`config.mk`:
```
export PLATFORM = sky130hd
export DESIGN_NAME = multicycle_ctrl
export DESIGN_NICKNAME = d
export VERILOG_FILES = /design/src/rtl/mc_pkg.sv /design/src/rtl/mc_out_dec.sv /design/src/rtl/multicycle_ctrl.sv
export SDC_FILE = /design/constraint.sdc
export NUM_CORES = 1
export LEC_CHECK = 0
export BUFFER_PORTS_ARGS = -buffer_cell sky130_fd_sc_hd__buf_2
export CAP_MARGIN = 20
export CORE_UTILIZATION = 37
export DETAILED_ROUTE_END_ITERATION = 16
export HOLD_SLACK_MARGIN = 0.12
export SYNTH_ARGS = -nofsm -noshare
export SYNTH_HDL_FRONTEND = slang
export SYNTH_HIERARCHICAL = 1
export SYNTH_SLANG_ARGS = --single-unit
```
`constraint.sdc`:
```
create_clock -name CLK -period 2.44 [get_ports CLK]
set_clock_uncertainty 0.2 [all_clocks]
set_input_delay 0.366 -clock CLK [delete_from_list [all_inputs] [get_ports CLK]]
set_output_delay 0.366 -clock CLK [all_outputs]
set_load 0.01 [all_outputs]
```
`src/rtl/mc_pkg.sv`:
```
// Shared definitions for the multi-cycle MIPS-subset control FSM:
// state encoding, supported opcodes, ALU/mux select codes and the
// packed control-strobe bundle driven to the datapath.
package mc_pkg;

  localparam int unsigned STATE_W = 4;
  localparam int unsigned OP_W    = 6;

  typedef enum logic [STATE_W-1:0] {
    S_FETCH    = 4'd0,
    S_DECODE   = 4'd1,
    S_MEM_ADDR = 4'd2,
    S_MEM_RD   = 4'd3,
    S_MEM_WB   = 4'd4,
    S_MEM_WR   = 4'd5,
    S_R_EXEC   = 4'd6,
    S_R_WB     = 4'd7,
    S_BRANCH   = 4'd8,
    S_JUMP     = 4'd9,
    S_I_EXEC   = 4'd10,
    S_I_WB     = 4'd11
  } state_e;

  localparam logic [OP_W-1:0] OP_R    = 6'b000000;
  localparam logic [OP_W-1:0] OP_LW   = 6'b100011;
  localparam logic [OP_W-1:0] OP_SW   = 6'b101011;
  localparam logic [OP_W-1:0] OP_BEQ  = 6'b000100;
  localparam logic [OP_W-1:0] OP_ADDI = 6'b001000;
  localparam logic [OP_W-1:0] OP_J    = 6'b000010;

  localparam logic [2:0] AOP_ADD   = 3'b000;
  localparam logic [2:0] AOP_SUB   = 3'b001;
  localparam logic [2:0] AOP_RTYPE = 3'b010;

  localparam logic [1:0] SRCB_B      = 2'b00;
  localparam logic [1:0] SRCB_FOUR   = 2'b01;
  localparam logic [1:0] SRCB_IMM    = 2'b10;
  localparam logic [1:0] SRCB_IMM_SH = 2'b11;

  localparam logic [1:0] PCSRC_ALU    = 2'b00;
  localparam logic [1:0] PCSRC_ALUOUT = 2'b01;
  localparam logic [1:0] PCSRC_JUMP   = 2'b10;

  typedef struct packed {
    logic       pc_write;
    logic       pc_write_cond;
    logic       ior_d;
    logic       mem_read;
    logic       mem_write;
    logic       ir_write;
    logic       memto_reg;
    logic       reg_dst;
    logic       reg_write;
    logic       alu_src_a;
    logic [1:0] alu_src_b;
    logic [2:0] aop;
    logic [1:0] pc_source;
  } ctrl_t;

  // True for the opcodes this controller knows how to sequence.
  function automatic logic op_supported(input logic [OP_W-1:0] op);
    return (op == OP_R) || (op == OP_LW) || (op == OP_SW) ||
           (op == OP_BEQ) || (op == OP_ADDI) || (op == OP_J);
  endfunction

endpackage

```
`src/rtl/mc_out_dec.sv`:
```
// Control-strobe decode for the multi-cycle controller.
// Ports: state_i (current state), mem_rdy_i (memory handshake),
//        rst_n_i (forces all strobes low), ctrl_o (strobe bundle).
// Everything is a function of state_i except IRWrite/PCWrite in FETCH.
module mc_out_dec
  import mc_pkg::*;
(
  input  state_e state_i,
  input  logic   mem_rdy_i,
  input  logic   rst_n_i,
  output ctrl_t  ctrl_o
);

  always_comb begin
    ctrl_o = '0;
    if (rst_n_i) begin
      case (state_i)
        S_FETCH: begin
          ctrl_o.mem_read  = 1'b1;
          ctrl_o.alu_src_b = SRCB_FOUR;
          ctrl_o.aop       = AOP_ADD;
          ctrl_o.pc_source = PCSRC_ALU;
          // Latch IR and PC+4 only on the cycle memory delivers the word.
          ctrl_o.ir_write  = mem_rdy_i;
          ctrl_o.pc_write  = mem_rdy_i;
        end
        S_DECODE: begin
          // Speculative branch target computation.
          ctrl_o.alu_src_b = SRCB_IMM_SH;
          ctrl_o.aop       = AOP_ADD;
        end
        S_MEM_ADDR: begin
          ctrl_o.alu_src_a = 1'b1;
          ctrl_o.alu_src_b = SRCB_IMM;
          ctrl_o.aop       = AOP_ADD;
        end
        S_MEM_RD: begin
          ctrl_o.mem_read = 1'b1;
          ctrl_o.ior_d    = 1'b1;
        end
        S_MEM_WB: begin
          ctrl_o.memto_reg = 1'b1;
          ctrl_o.reg_write = 1'b1;
        end
        S_MEM_WR: begin
          ctrl_o.mem_write = 1'b1;
          ctrl_o.ior_d     = 1'b1;
        end
        S_R_EXEC: begin
          ctrl_o.alu_src_a = 1'b1;
          ctrl_o.alu_src_b = SRCB_B;
          ctrl_o.aop       = AOP_RTYPE;
        end
        S_R_WB: begin
          ctrl_o.reg_dst   = 1'b1;
          ctrl_o.reg_write = 1'b1;
        end
        S_BRANCH: begin
          ctrl_o.alu_src_a     = 1'b1;
          ctrl_o.alu_src_b     = SRCB_B;
          ctrl_o.aop           = AOP_SUB;
          ctrl_o.pc_write_cond = 1'b1;
          ctrl_o.pc_source     = PCSRC_ALUOUT;
        end
        S_JUMP: begin
          ctrl_o.pc_write  = 1'b1;
          ctrl_o.pc_source = PCSRC_JUMP;
        end
        S_I_EXEC: begin
          ctrl_o.alu_src_a = 1'b1;
          ctrl_o.alu_src_b = SRCB_IMM;
          ctrl_o.aop       = AOP_ADD;
        end
        S_I_WB: begin
          ctrl_o.reg_write = 1'b1;
        end
        default: ctrl_o = '0;
      endcase
    end
  end

endmodule

```
`src/rtl/multicycle_ctrl.sv`:
```
// Multi-cycle MIPS-subset control FSM with retired-instruction counter.
// Inputs : CLK, RST_N (sync active-low), OPCODE (IR[31:26]), MEM_RDY.
// Outputs: datapath strobes/selects, ILLEGAL pulse, STATE (debug),
//          INSTR_CNT (retired instructions, wraps mod 2^CNT_W).
module multicycle_ctrl
  import mc_pkg::*;
#(
  parameter int unsigned CNT_W = 32
) (
  input  logic             CLK,
  input  logic             RST_N,
  input  logic [5:0]       OPCODE,
  input  logic             MEM_RDY,
  output logic             PCWrite,
  output logic             PCWriteCond,
  output logic             IorD,
  output logic             MemRead,
  output logic             MemWrite,
  output logic             IRWrite,
  output logic             MemtoReg,
  output logic             RegDst,
  output logic             RegWrite,
  output logic             ALUSrcA,
  output logic [1:0]       ALUSrcB,
  output logic [2:0]       AOp,
  output logic [1:0]       PCSource,
  output logic             ILLEGAL,
  output logic [3:0]       STATE,
  output logic [CNT_W-1:0] INSTR_CNT
);

  state_e           state_q, state_d;
  logic [CNT_W-1:0] cnt_q, cnt_d;
  logic             retire_c;
  logic             illegal_c;
  ctrl_t            ctrl;

  // Next-state, retire and illegal-opcode detection.
  always_comb begin
    state_d   = state_q;
    retire_c  = 1'b0;
    illegal_c = 1'b0;
    case (state_q)
      S_FETCH:  if (MEM_RDY) state_d = S_DECODE;
      S_DECODE: begin
        case (OPCODE)
          OP_LW, OP_SW: state_d = S_MEM_ADDR;
          OP_R:         state_d = S_R_EXEC;
          OP_BEQ:       state_d = S_BRANCH;
          OP_J:         state_d = S_JUMP;
          OP_ADDI:      state_d = S_I_EXEC;
          default: begin
            state_d   = S_FETCH;
            illegal_c = 1'b1;
          end
        endcase
      end
      S_MEM_ADDR: state_d = (OPCODE == OP_LW) ? S_MEM_RD : S_MEM_WR;
      S_MEM_RD:   if (MEM_RDY) state_d = S_MEM_WB;
      S_MEM_WR: begin
        if (MEM_RDY) begin
          state_d  = S_FETCH;
          retire_c = 1'b1;
        end
      end
      S_R_EXEC: state_d = S_R_WB;
      S_I_EXEC: state_d = S_I_WB;
      S_MEM_WB, S_R_WB, S_BRANCH, S_JUMP, S_I_WB: begin
        state_d  = S_FETCH;
        retire_c = 1'b1;
      end
      default: state_d = S_FETCH;
    endcase
    cnt_d = retire_c ? cnt_q + CNT_W'(1) : cnt_q;
  end

  // State and counter registers, synchronous reset.
  always_ff @(posedge CLK) begin
    if (!RST_N) begin
      state_q <= S_FETCH;
      cnt_q   <= '0;
    end else begin
      state_q <= state_d;
      cnt_q   <= cnt_d;
    end
  end

  mc_out_dec u_out_dec (
    .state_i   (state_q),
    .mem_rdy_i (MEM_RDY),
    .rst_n_i   (RST_N),
    .ctrl_o    (ctrl)
  );

  assign PCWrite     = ctrl.pc_write;
  assign PCWriteCond = ctrl.pc_write_cond;
  assign IorD        = ctrl.ior_d;
  assign MemRead     = ctrl.mem_read;
  assign MemWrite    = ctrl.mem_write;
  assign IRWrite     = ctrl.ir_write;
  assign MemtoReg    = ctrl.memto_reg;
  assign RegDst      = ctrl.reg_dst;
  assign RegWrite    = ctrl.reg_write;
  assign ALUSrcA     = ctrl.alu_src_a;
  assign ALUSrcB     = ctrl.alu_src_b;
  assign AOp         = ctrl.aop;
  assign PCSource    = ctrl.pc_source;
  assign ILLEGAL     = illegal_c & RST_N;
  assign STATE       = RST_N ? 4'(state_q) : 4'd0;
  assign INSTR_CNT   = cnt_q;

endmodule

```
; ---- Yosys cells after proc, flatten, opt, wreduce, memory -nomap -nowiden
; Index checks and enable logic that the tools add are counted.
[totals]
elab_cells = 58
register_bits = 36
[op_classes]
mux = 24
reduce_logical = 11
addsub = 1
bitwise_logic = 1
eq_ne = 19
[ops]
columns = op, count
row1 = $add A32 B1 Y32 const B, 1
row2 = $pmux W4 S7, 1
row3 = $pmux W5 S5, 1
row4 = $pmux W4 S5, 1
row5 = $mux W17, 1
row6 = $eq A4 B3 Y1 const B, 4
row7 = $eq A4 B4 Y1 const B, 4
row8 = $mux W4, 4
row9 = $eq A6 B6 Y1 const B, 2
row10 = $mux W1, 12
row11 = $eq A4 B2 Y1 const B, 2
row12 = $reduce_or A2 Y1, 4
row13 = $eq A6 B2 Y1 const B, 1
row14 = $eq A6 B3 Y1 const B, 1
row15 = $eq A6 B4 Y1 const B, 1
row16 = $logic_not A6 Y1, 1
row17 = $ne A2 B2 Y1 const B, 3
row18 = $reduce_or A6 Y1, 1
row19 = $reduce_or A5 Y1, 1
row20 = $eq A4 B1 Y1 const B, 1
row21 = $logic_not A4 Y1, 1
row22 = $pmux W1 S2, 2
row23 = $pmux W2 S2, 1
row24 = $reduce_or A4 Y1, 1
row25 = other kinds (4), 4

; ---- Longest topological paths before layout
[logic_depth]
ltp_word = 5
ltp_mapped = 8
depth_no_buf = 6

; ---- Modules after synthesis
; Netlist, hierarchy kept.
[by_module_without_submodules]
columns = module, cells_per_inst, n_inst, seq_area_each_um2, area_each_um2
row1 = multicycle_ctrl, 236, 1, 720.7, 1989.4
row2 = mc_out_dec, 39, 1, 0.0, 247.7

; ---- Least setup slack after synthesis
; Ideal clock, no wire load.
[synth_timing]
kind = reg2reg
start = register state_q[3]
end = register cnt_q[31], in the netlist INSTR_CNT[31]
path_stages_with_launch = 8
t_arrival_ps = 1851
synth_period_minus_slack_ps = 2183
path_buffers = 2
required_time_ps = 2108
slack_ps = 257
path_cell_list = dfxtp_1 buf_6 and2_1 or4_4 buf_6 nor4_4 a31o_1 a21oi_1
[synth_between]
elab_chain_cells = 3
[synth_rtl]
columns = element, line
row1 = start: declaration, multicycle_ctrl.sv:32  ; state_e state_q, state_d;
row2 = start signal: assignment, multicycle_ctrl.sv:83  ; state_q <= state_d;
row3 = $eq A4 B3 Y1 or $eq A4 B4 Y1 (tied branches), multicycle_ctrl.sv:43  ; case (state_q)
row4 = $reduce_or A5 Y1, multicycle_ctrl.sv:43
row5 = $pmux W1 S2 *, multicycle_ctrl.sv:43
row6 = end signal: assignment, multicycle_ctrl.sv:84  ; cnt_q <= cnt_d;
row7 = end: declaration, multicycle_ctrl.sv:33  ; logic [CNT_W-1:0] cnt_q, cnt_d;
; Every way passes the cells marked *; elsewhere a longest branch is shown, timed or not.
; A chain may end at the register's enable or synchronous reset.

; ---- Worst setup path in the final report
[layout_timing]
start = register state_q[3]
end = output port PCWrite
[layout_between]
elab_chain_cells = 3
[layout_rtl]
columns = element, line
row1 = $eq A4 B4 Y1 or $logic_not A4 Y1 (tied branches), mc_out_dec.sv:17  ; case (state_i)
row2 = $pmux W1 S2 *, mc_out_dec.sv:17
row3 = $mux W17 *, mc_out_dec.sv:16  ; if (rst_n_i) begin
row4 = end: declaration, multicycle_ctrl.sv:14  ; output logic PCWrite,
; Marked as above.

==> metrics.md <==
| Metric | Value |
|---|---|
| Status | completed |
| FFs w/ async S/R, synth | 0 |
| IO Count | 63 |
| Placeable Area | 0.00568 mm² |
| GRT Total Usage | 0.176 |
| # Post-CTS Setup Buffers | 0 |
| Hold_ws | 0.258 ns |
| Cell row count | 27 |
| Mapped Area | 0.00224 mm² |
| WL met3 | 181 µm |
| CP startpoint kind | flop |
| Setup TNS | 0 ns |
| Insertion delay to the later sink of the worst-skew pair | 0.29 ns |
| Max Used Layer | met4 |
| Place WS | 0.123 ns |
| Worst min path class | input pin to flop |
| Die X | 79.8 µm |
| Wl on met1 | 2.62 mm |
| Initial DRC count | 108 |
| Largest net degree at the start of global routing | 33 |
| Data required, critical path | 1.87 ns |
| Sink Count | 36 |
| Root Buffer | clkbuf_8 |
| Critical Path AT | 1.73 ns |
| DR vias | 2144 |
| Top FF cell, synth | dfxtp_1 |
| Crit path max fanout | 14 |
| Dpl hpwl | 3.85 mm |
| Leak Pwr | 0.00109 µW |
| CTS tree | done |
| Max-cap violations | 0 |
| Hold-fix buffers, CTS | 0 |
| Worst-path cell chain | buf_4 -> or3b_2 -> a211oi_1 -> buf_2 |
| Fin crit share | 0.941 |
| Initial antenna violation count | 0 |
| Minimum clock period | 2.30 ns |
| F_max | 435 MHz |
| Crit end category | output pin |
| Type of the worst setup path | flop to output pin |
| Vias per cell | 5.19 |
| Gate Count Post-Synth | 275 |
| Pins Over Slew Limit | 0 |
| Final WL | 5.26 mm |
| Mean Syn Cell Area | 8.14 µm² |
| Synth Register Bits | 36 |
| CP max stage cell | or3b_2 |
| First-pass GRT wire length | 8.90 mm |
| DRC viols | 0 |
| Bufs on Longest Clock Path | 2 |
| Yosys cell types | 48 |
| Nets | 350 |
| Share of cells above drive strength 1 | 0.282 |
| Wire length per cell | 12.7 µm |
| Clk slew on worst S/H paths | 0.07 ns |
| Final WS setup | 0.144 ns |
| H-tree depth | 2 |
| Final ANT Viol Nets | 0 |
| Endpoints failing setup | 0 |
| Number of synthesized flops with an enable pin | 0 |
| Max VDD drop | 0.252 mV |
| PwrDens | 451 mW/mm² |
| Die height | 79.8 µm |
| Most common cell after layout, fill and taps aside | buf_2 |
| Hold Violations, Final | 0 |
| Post-synthesis sequential area ratio | 0.322 |
| CTS Buf Count | 5 |
| Ys Warns | 6 |
| Metal2 WL | 2.41 mm |
| Antenna Cells | 0 |
| Number of global-route vias before repair | 1900 |
| Full die area | 0.00636 mm² |
| Post_cts resized | 0 |
| Syn_nets | 285 |
| Most frequent cells in the layout | 61 x buf_2, 36 x dfxtp_1, 36 x nor2_1 |
| Starting Density | 0.394 |
| RSZ-0062 raised after global routing | no |
| Max incr delay on CP | 0.47 ns |
| Area delta synth->final | 21.5% |
| IO buf count | 61 |
| Grt ovf | 0 |
| Gp weighted congestion | 0.766 |
| 1st-pass router iterations | 4 |
cell type report:
type / instances / area, µm²
clock buffer: 6 / 72.6
clock inverter: 2 / 35.0
fill: 578 / 2960
inverter: 12 / 45.0
multi-input combinational: 212 / 1360
sequential: 36 / 721
tap: 72 / 90.1
timing repair buffer: 73 / 395
registers in the layout (all words and copies together) (netlist names):
register,flops
INSTR_CNT,32
state_q,4
kinds of logic after synthesis:
group | synth area share
muxes | 0.00447
and+or+nand+nor | 0.395
adders and majority gates | 0.00559
buffers and inverters | 0.0705
xor gates and xnor gates | 0.106
AOI/OAI and AO/OA | 0.0951
DFF | 0.322
other | 0.00168
final timing paths:
| check | cells after the start | slack, ns | to | start |
|---|---|---|---|---|
| min | 3 | 0.26 | INSTR_CNT[27]$_SDFFE_PN0P_ | RST_N |
| max | 4 | 0.14 | PCWrite | state_q[3]$_SDFFE_PN0P_ |
| min reg2reg | 2 | 0.32 | INSTR_CNT[31]$_SDFFE_PN0P_ | INSTR_CNT[30]$_SDFFE_PN0P_ |
| max reg2reg | 5 | 0.15 | INSTR_CNT[29]$_SDFFE_PN0P_ | state_q[3]$_SDFFE_PN0P_ |
power breakdown:
group / switching (µW) / internal (µW)
logic: 70.1 / 45.5
clock network: 213 / 303
registers: 2.43 / 590
cells in the mapped netlist, types with 5 or more instances:
master | n | area [µm²]
o21ai_0 | 7 | 35.0
nand2_1 | 19 | 71.3
xnor2_1 | 20 | 175
and2_1 | 5 | 31.3
nor2_1 | 36 | 135
nand4_1 | 10 | 62.6
inv_1 | 11 | 41.3
nand2b_1 | 8 | 50.1
dfxtp_1 | 36 | 721
a21oi_1 | 11 | 55.1
xor2_1 | 7 | 61.3
nand3_1 | 11 | 55.1
nor4_2 | 9 | 113
nor3_1 | 18 | 90.1
nor4_1 | 6 | 37.5
layer usage:
metal | GRT usage | vias to the layer above
met5 | 0 | -
met4 | 0.0589 | 0
met3 | 0.0389 | 2
met2 | 0.274 | 37
met1 | 0.240 | 1005
li1 | - | 1100
stage by stage:
stage | total power, µW | std cells | instance area (µm²) | util
final | 1220 | 413 | 2720 | 0.479
after global routing | 1280 | 413 | 2720 | 0.479
after CTS | 1240 | 413 | 2720 | 0.479
after detailed placement | 721 | 405 | 2610 | 0.460
after global placement | 722 | 405 | 2610 | 0.460
after floorplan | 687 | 275 | 2240 | -
critical path, delay by kind of cell, from the launching register on:
family | cells | cell delay, ns
AND/OR/NAND/NOR | 1 | 0.47
flip-flops | 1 | 0.38
buffers and inverters | 2 | 0.38
AO/OA/AOI/OAI | 1 | 0.22
(Power assumes the default switching activity.)
